**config.mk**
```make
export PLATFORM = sky130hd
export DESIGN_NAME = red_pitaya_lpf_inverse_block
export DESIGN_NICKNAME = d
export VERILOG_FILES = /design/src/rtl/red_pitaya_lpf_inverse_block.sv
export SDC_FILE = /design/constraint.sdc
export NUM_CORES = 1
export LEC_CHECK = 0
export CAP_MARGIN = 0
export CORE_ASPECT_RATIO = 0.8
export CORE_MARGIN = 2
export CORE_UTILIZATION = 49
export CTS_BUF_LIST = sky130_fd_sc_hd__clkbuf_4 sky130_fd_sc_hd__clkbuf_8
export DETAILED_ROUTE_END_ITERATION = 8
export GPL_TIMING_DRIVEN = 1
export HOLD_SLACK_MARGIN = 0.08
export PLACE_DENSITY_LB_ADDON = 0.08
export RECOVER_POWER = 100
export SYNTH_ARGS = -nofsm -noshare
export SYNTH_HDL_FRONTEND = slang
export SYNTH_SLANG_ARGS = --single-unit
export TNS_END_PERCENT = 20
```
**constraint.sdc**
```tcl
create_clock -name clk_i -period 6.1 [get_ports clk_i]
set_input_delay 1.22 -clock clk_i [delete_from_list [all_inputs] [get_ports clk_i]]
set_output_delay 1.22 -clock clk_i [all_outputs]
set_load 0.01 [all_outputs]
```
**src/rtl/red_pitaya_lpf_inverse_block.sv**
```systemverilog
// rtl/red_pitaya_lpf_inverse_block.sv - first-order low-pass inverse (lead) compensator
// x_hat[n] = y[n] + 2^k*(y[n]-y[n-1]), with settle passthrough on enable/shift change
module red_pitaya_lpf_inverse_block #(
    parameter int SHIFTBITS     = 4,
    parameter int SIGNALBITS    = 14,
    parameter int MAXSHIFT      = 14,
    parameter int SETTLE_CYCLES = 4
) (
    input  logic                         clk_i,
    input  logic                         rstn_i,
    input  logic [SHIFTBITS:0]           shift,
    input  logic                         filter_on,
    input  logic signed [SIGNALBITS-1:0] signal_i,
    output logic signed [SIGNALBITS-1:0] signal_o,
    output logic                         sat_o,
    output logic                         settling_o
);

    localparam int SW = SIGNALBITS + MAXSHIFT + 2;
    localparam int CW = (SETTLE_CYCLES > 1) ? $clog2(SETTLE_CYCLES) : 1;
    localparam logic [SHIFTBITS:0]           K_MAX      = (SHIFTBITS+1)'(MAXSHIFT);
    localparam logic [CW-1:0]                CNT_RELOAD = CW'(SETTLE_CYCLES - 1);
    localparam logic signed [SIGNALBITS-1:0] OUT_MAX    = {1'b0, {(SIGNALBITS-1){1'b1}}};
    localparam logic signed [SIGNALBITS-1:0] OUT_MIN    = {1'b1, {(SIGNALBITS-1){1'b0}}};

    typedef enum logic [1:0] {S_BYPASS, S_SETTLE, S_RUN} state_t;

    state_t                         r_state, w_state_next;
    logic [SHIFTBITS:0]             r_k, w_k_next, w_k_req;
    logic [CW-1:0]                  r_cnt, w_cnt_next;
    logic signed [SIGNALBITS-1:0]   r_y_d1;
    logic signed [SIGNALBITS:0]     r_d1;
    logic signed [SW-1:0]           w_sum;
    logic                           w_k_changed;

    assign w_k_req     = (shift > K_MAX) ? K_MAX : shift;
    assign w_k_changed = (w_k_req != r_k);

    // Derivative term only in RUN; sum is wide enough that no shift overflows
    always_comb begin
        w_sum = SW'(r_y_d1);
        if (r_state == S_RUN)
            w_sum = w_sum + (SW'(r_d1) <<< r_k);
    end

    always_comb begin
        w_state_next = r_state;
        w_k_next     = r_k;
        w_cnt_next   = r_cnt;
        if (!filter_on) begin
            w_state_next = S_BYPASS;
        end else begin
            case (r_state)
                S_BYPASS: begin
                    w_state_next = S_SETTLE;
                    w_k_next     = w_k_req;
                    w_cnt_next   = CNT_RELOAD;
                end
                S_SETTLE: begin
                    if (w_k_changed) begin
                        w_k_next   = w_k_req;
                        w_cnt_next = CNT_RELOAD;
                    end else if (r_cnt == '0) begin
                        w_state_next = S_RUN;
                    end else begin
                        w_cnt_next = r_cnt - CW'(1);
                    end
                end
                S_RUN: begin
                    if (w_k_changed) begin
                        w_state_next = S_SETTLE;
                        w_k_next     = w_k_req;
                        w_cnt_next   = CNT_RELOAD;
                    end
                end
                default: w_state_next = S_BYPASS;
            endcase
        end
    end

    always_ff @(posedge clk_i or negedge rstn_i) begin
        if (!rstn_i) begin
            r_state    <= S_BYPASS;
            r_k        <= '0;
            r_cnt      <= '0;
            r_y_d1     <= '0;
            r_d1       <= '0;
            signal_o   <= '0;
            sat_o      <= 1'b0;
            settling_o <= 1'b0;
        end else begin
            r_state    <= w_state_next;
            r_k        <= w_k_next;
            r_cnt      <= w_cnt_next;
            settling_o <= (w_state_next == S_SETTLE);
            r_y_d1     <= signal_i;
            r_d1       <= (SIGNALBITS+1)'(signal_i) - (SIGNALBITS+1)'(r_y_d1);
            if (w_sum > SW'(OUT_MAX)) begin
                signal_o <= OUT_MAX;
                sat_o    <= 1'b1;
            end else if (w_sum < SW'(OUT_MIN)) begin
                signal_o <= OUT_MIN;
                sat_o    <= 1'b1;
            end else begin
                signal_o <= w_sum[SIGNALBITS-1:0];
                sat_o    <= 1'b0;
            end
        end
    end

endmodule

```
After elaboration in Yosys (flattened, before gate mapping):

Cells that the tools add are included.

* bits in read-only memories: 0
* memories: 0
* bits in registers: 54
* word-level logic and storage cells: 46
* memory bits (writable): 0
* bits in latches: 0

* $mul: 0
* bitwise logic cells: 0
* add/sub/neg operators: 3
* equality and inequality tests: 7
* multiplexer cells: 17
* reduce and logical (&&, ||, !) cells: 7
* shifts and indexed selects: 1
* order comparisons: 3
* divide/modulo/power cells: 0

Operators with widths (number)
* 14-bit by 30-bit adder with 30-bit output: 1
* 30-bit by 14-bit > comparator with 1-bit output, second input constant: 1
* 30-bit by 14-bit < comparator with 1-bit output, second input constant: 1
* 30-bit two-way mux: 1
* 15-bit by 5-bit <<< shifter with 30-bit output: 1
* 14-bit two-way mux: 2
* 14-bit by 14-bit subtractor with 15-bit output: 1
* 2-bit two-way mux: 7
* 2-bit one-hot mux with 3 select lines: 2
* 5-bit two-way mux: 2
* 5-bit one-hot mux with 2 select lines: 1
* 5-bit by 4-bit > comparator with 1-bit output, second input constant: 1
* 5-bit inequality test: 1
* 2-bit by 1-bit equality test with 1-bit output, second input constant: 2
* 2-bit logical NOT: 2
* 4-bit AND reduction: 1
* 3-bit inequality test, second input constant: 1
* 3-bit AND reduction: 1
* 3-bit nonzero test: 1
* 2-bit equality test, second input constant: 1
* 1-bit two-way mux: 2
* 2-bit by 1-bit inequality test with 1-bit output, second input constant: 1
* 2-bit inequality test, second input constant: 1
* 2-bit nonzero test: 1
* 2 further kinds: 2

Logic depth before layout (Yosys ltp):

* word-level depth: 7
* mapped depth: 22
* mapped depth without buffers: 19

Worst setup path before layout:

OpenSTA, ideal clock, no wires.

* kind: reg-to-reg
* start point: reg r_k[1]
* end point: reg signal_o[3]
* setup slack: 1.591 ns
* required time: 5.966 ns
* clock period less this slack: 4.509 ns
* cell stages (with the launch flop): 22
* data arrival time: 4.376 ns
* path through: dfrtp_1 -> buf_4 -> buf_1 -> mux2i_1 -> nand2_1 -> o21ai_0 -> o21ai_0 -> nand2_1 -> o21ai_0 -> o2bb2ai_1 -> ha_1 -> a21o_1 -> a21o_1 -> a21o_1 -> or4_1 -> nand3_1 -> a211oi_1 -> nand4b_1 -> or4_4 -> nand2_2 -> buf_6 -> o21ai_0

* longest elaborated chain between the ends: 6
* elaborated cells on any way between the ends: 7

RTL lines
* start, declared: RTL line 29 `logic [SHIFTBITS:0] r_k, w_k_next, w_k_req;`
* start signal, assigned: RTL line 93 `r_k <= w_k_next;`
* 15-bit by 5-bit <<< shifter with 30-bit output (*): RTL line 43 `w_sum = w_sum + (SW'(r_d1) <<< r_k);`
* 14-bit by 30-bit adder with 30-bit output (*): RTL line 43
* 30-bit two-way mux (*): RTL line 42 `if (r_state == S_RUN)`
* 30-bit by 14-bit < comparator with 1-bit output: RTL line 101 `end else if (w_sum < SW'(OUT_MIN)) begin`
* 14-bit two-way mux: RTL line 101
* 14-bit two-way mux (*): RTL line 98 `if (w_sum > SW'(OUT_MAX)) begin`
* end signal, assigned: RTL line 105 `signal_o <= w_sum[SIGNALBITS-1:0];`
* end, declared: RTL line 14 `output logic signed [SIGNALBITS-1:0] signal_o,`

Mark *: on every way between the ends. The rest lies on a longest branch, timed or not.
A chain may end at the register's enable or synchronous reset.

Worst setup path in the final report:

* start point: reg r_k[1]
* end point: reg signal_o[6]

The elaborated chain is that of the path after synthesis.

==> flow_metrics.env <==
export IMPL_status="finished, violations left"
export IMPL_violations="max-capacitance violations, max-slew violations"
export IMPL_clock_skew_ns=0.01655
export IMPL_path_cells="mux2_1 > o21ai_0 > mux2i_1 > o21ai_0 > nor2_1 > ha_1 > nand4_1 > a2111oi_4 > o21ai_2 > a21oi_2 > nor2_1 > xor2_1 > or4_4 > nor4_4 > a41oi_2 > o21ai_0"
export IMPL_synth_largest_area_cell="dfrtp_1"
export IMPL_post_cts_buffers=0
export IMPL_finalSetupTns_ns=0
export IMPL_place_congestion=0.9398
export IMPL_fin_crit_sh_pct=90.10
export IMPL_holdWs_ns=0.4687
export IMPL_crit_fanout=22
export IMPL_synthAdderAreaFrac_pct=11.65
export IMPL_pin_count=38
export IMPL_cp_common_cell="o21ai_0"
export IMPL_cts_buffers=5
export IMPL_htreeDepth=2
export IMPL_diodes=0
export IMPL_syn_num_nets=760
export IMPL_grt_pass1_vias=4709
export IMPL_grt_usage_pct=26.67
export IMPL_synth_xor_area_share_pct=5.348
export IMPL_place_port_buffers=37
export IMPL_fmax_mhz=181.9
export IMPL_end_kind="flop"
export IMPL_synth_edf_count=0
export IMPL_vdd_drop_max_v=0.0001426
export IMPL_num_vias=5082
export IMPL_finalSetupViolCount=0
export IMPL_cts_root_buf="clkbuf_8"
export IMPL_synth_top_flop_cell="dfrtp_1"
export IMPL_slew_headroom_pct=-98.39
export IMPL_grt_pass1_wl_mm=25.50
export IMPL_worstPathRequired_ns=6.34
export IMPL_postCtsHoldBufs=0
export IMPL_cap_violations=1
export IMPL_hold_path_depth=1
export IMPL_clk_latency_ns=0.34
export IMPL_cts_resized=0
export IMPL_muxShareOfSynthArea_pct=7.101
export IMPL_critPathKind="flop to flop"
export IMPL_synth_compound_gate_area_share_pct=24.33
export IMPL_fp_dieH_um=98.74
export IMPL_synthSimpleGateAreaFrac_pct=21.14
export IMPL_drive_gt1_share_pct=6.215
export IMPL_rsz0062_at_grt="no"
export IMPL_power_leakage_nw=2.747
export IMPL_netlist_top_cells_count="nand2_1 (87), a21oi_1 (64), nor2_1 (64), dfrtp_1 (54), o21ai_0 (51)"
export IMPL_routedWlPerCell_um=18.09
export IMPL_synth_area_um2=5498
export IMPL_report_power_total_w=0.001734
export IMPL_routed_via_density=5.965
export IMPL_synth_seq_area_share_pct=24.58
export IMPL_min_period_ns=5.496
export IMPL_final_nets=779
export IMPL_postRouteAntennaNets=0
export IMPL_ys_ff_latch=54
export IMPL_synth_warnings=0
export IMPL_antenna_found_initial=0
export IMPL_hold_path_class="flop to flop"
export IMPL_coreArea_um2=10890
export IMPL_netlist_area_leader_share_pct=24.58
export IMPL_finalMaxSlewViolations=55
export IMPL_cts_buffer_depth=2
export IMPL_yosysMostFrequentCell="nand2_1"
export IMPL_synth_cell_types=79
export IMPL_syn2layout_area_growth_pct=8.580
export IMPL_syn_area_per_cell_um2=7.991
export IMPL_drtPass1Iterations=5
export IMPL_critical_path_arrival_ns=5.74
export IMPL_worstSetupStartpointType="flop"
export IMPL_synth_area_top_cells="dfrtp_1 (25%), ha_1 (11%), nand2_1 (5.9%)"
export IMPL_r2r_cells=16
export IMPL_dp_hpwl_mm=12.19
export IMPL_clock_sinks=54
export IMPL_rows=34
export IMPL_start_util_pct=50.48
export IMPL_grt_max_degree=55
export IMPL_totalWireLength_mm=15.41
export IMPL_synth_top_family_by_area="compound AO/OA/AOI/OAI gates"
export IMPL_syn_inst=688
export IMPL_die_w_um=122.4
export IMPL_worstMarginPinSlew_ns=2.976
export IMPL_p_per_area_nw_per_um2=290.4
export IMPL_synthArstFlopShare_pct=100.0
export IMPL_slowest_delay_ns=0.95
export IMPL_cpMaxStageDelayCell="dfrtp_1"
export IMPL_drt_iter0_markers=513
export IMPL_final_hold_viol_count=0
export IMPL_drc=0
export IMPL_clk_pin_slew_worst_paths_ns=0.11
export IMPL_cts_tree="built"
export IMPL_grt_overflow=0
export IMPL_die_area_um2=12090
[layout by cell type (no fill, tap or decap), types with 3 or more instances in the layout]
master           count
a31oi_1              9
nand4b_1             3
a21o_1              13
dfrtp_1             54
o21ai_2              3
nand4_1              9
o31ai_1              5
xnor2_1             15
or2_2                4
a211oi_1             8
buf_4                4
o21a_1               6
ha_1                48
mux2_2               5
nor3_1              10
o21ai_0             58
o2bb2ai_1            3
nor2b_1             16
a21boi_0             6
inv_1               38
and2_1               5
dlygate4sd3_1       31
nor2_1              64
or3_1                3
o22ai_1              3
a21oi_1             64
clkdlybuf4s50_1      5
and3_1               9
xor2_1              16
nand3_1             10
clkbuf_8             5
mux2i_1             30
nand2_1             87
nand2b_1             4
[kinds of logic (layout without fill, tap and decap cells)]
kind of cell,Yosys count,after routing
AOI/OAI and AO/OA,206,206
xor gates and xnor gates,32,32
adders and majority gates,50,50
buffers and inverters,68,88
DFF,54,54
muxes,37,37
and+or+nand+nor,241,241
[routing by layer]
metal	wire length, µm	share of wire [%]	up-vias	global-route usage [%]
met2	6404	42	183	38.93
met3	1143	7.4	18	4.514
met1	7635	50	2369	41.54
met5	0	0	-	0
li1	-	-	2512	-
met4	225	1.5	0	4.421
[power by group]
group | switching [W] | internal, W
clock network | 0.000148 | 0.0000858
registers | 0.0000466 | 0.000391
logic | 0.000656 | 0.000406
total | 0.000851 | 0.000883
[path summary, 6_finish.rpt]
| path | slack [ns] | endpoint | startpoint |
|---|---|---|---|
| max in group asynchronous | 2.47 | signal_o[1] | rstn_i |
| min | 0.47 | r_cnt[0] | r_cnt[0] |
| min in group asynchronous | 1.92 | r_k[2] | rstn_i |
| min reg2reg | 0.47 | r_cnt[0] | r_cnt[0] |
| max reg2reg | 0.60 | signal_o[6] | r_k[1] |
| max | 0.60 | signal_o[6] | r_k[1] |
[critical path: cells and delay by family, from the launching register on]
kind	cells	cell delay, ns
fa+ha+maj	1	0.47
mux	2	0.57
simple gates	5	1.17
compound gates	7	2.07
xor+xnor	1	0.18
flops	1	0.95
[metrics by stage]
stage	util (%)	setup WS, ns	instance area, µm²	std cells
CTS	55.09	0.5255	6000	852
finish	54.81	0.6038	5969	852
detailed placement	54.19	0.5597	5902	844
floorplan	-	1.591	5498	688
global route	54.81	0.1911	5969	852
global placement	54.19	0.5378	5902	844
[sequential cells by signal, summed over array words and instances (netlist names)]
name and count:
settling_o 1, r_state 2, r_y_d1 14, signal_o 14, sat_o 1, r_d1 15, r_k 5, r_cnt 2
[layout make-up]
type	count	area [µm²]
Clock buffer	5	68.82
Clock inverter	3	28.78
Fill cell	1069	4921
Inverter	38	142.6
Multi-Input combinational cell	566	3799
Sequential cell	54	1351
Tap cell	144	180.2
Timing Repair Buffer	42	399.1
Power figures use the tool's default switching activity.
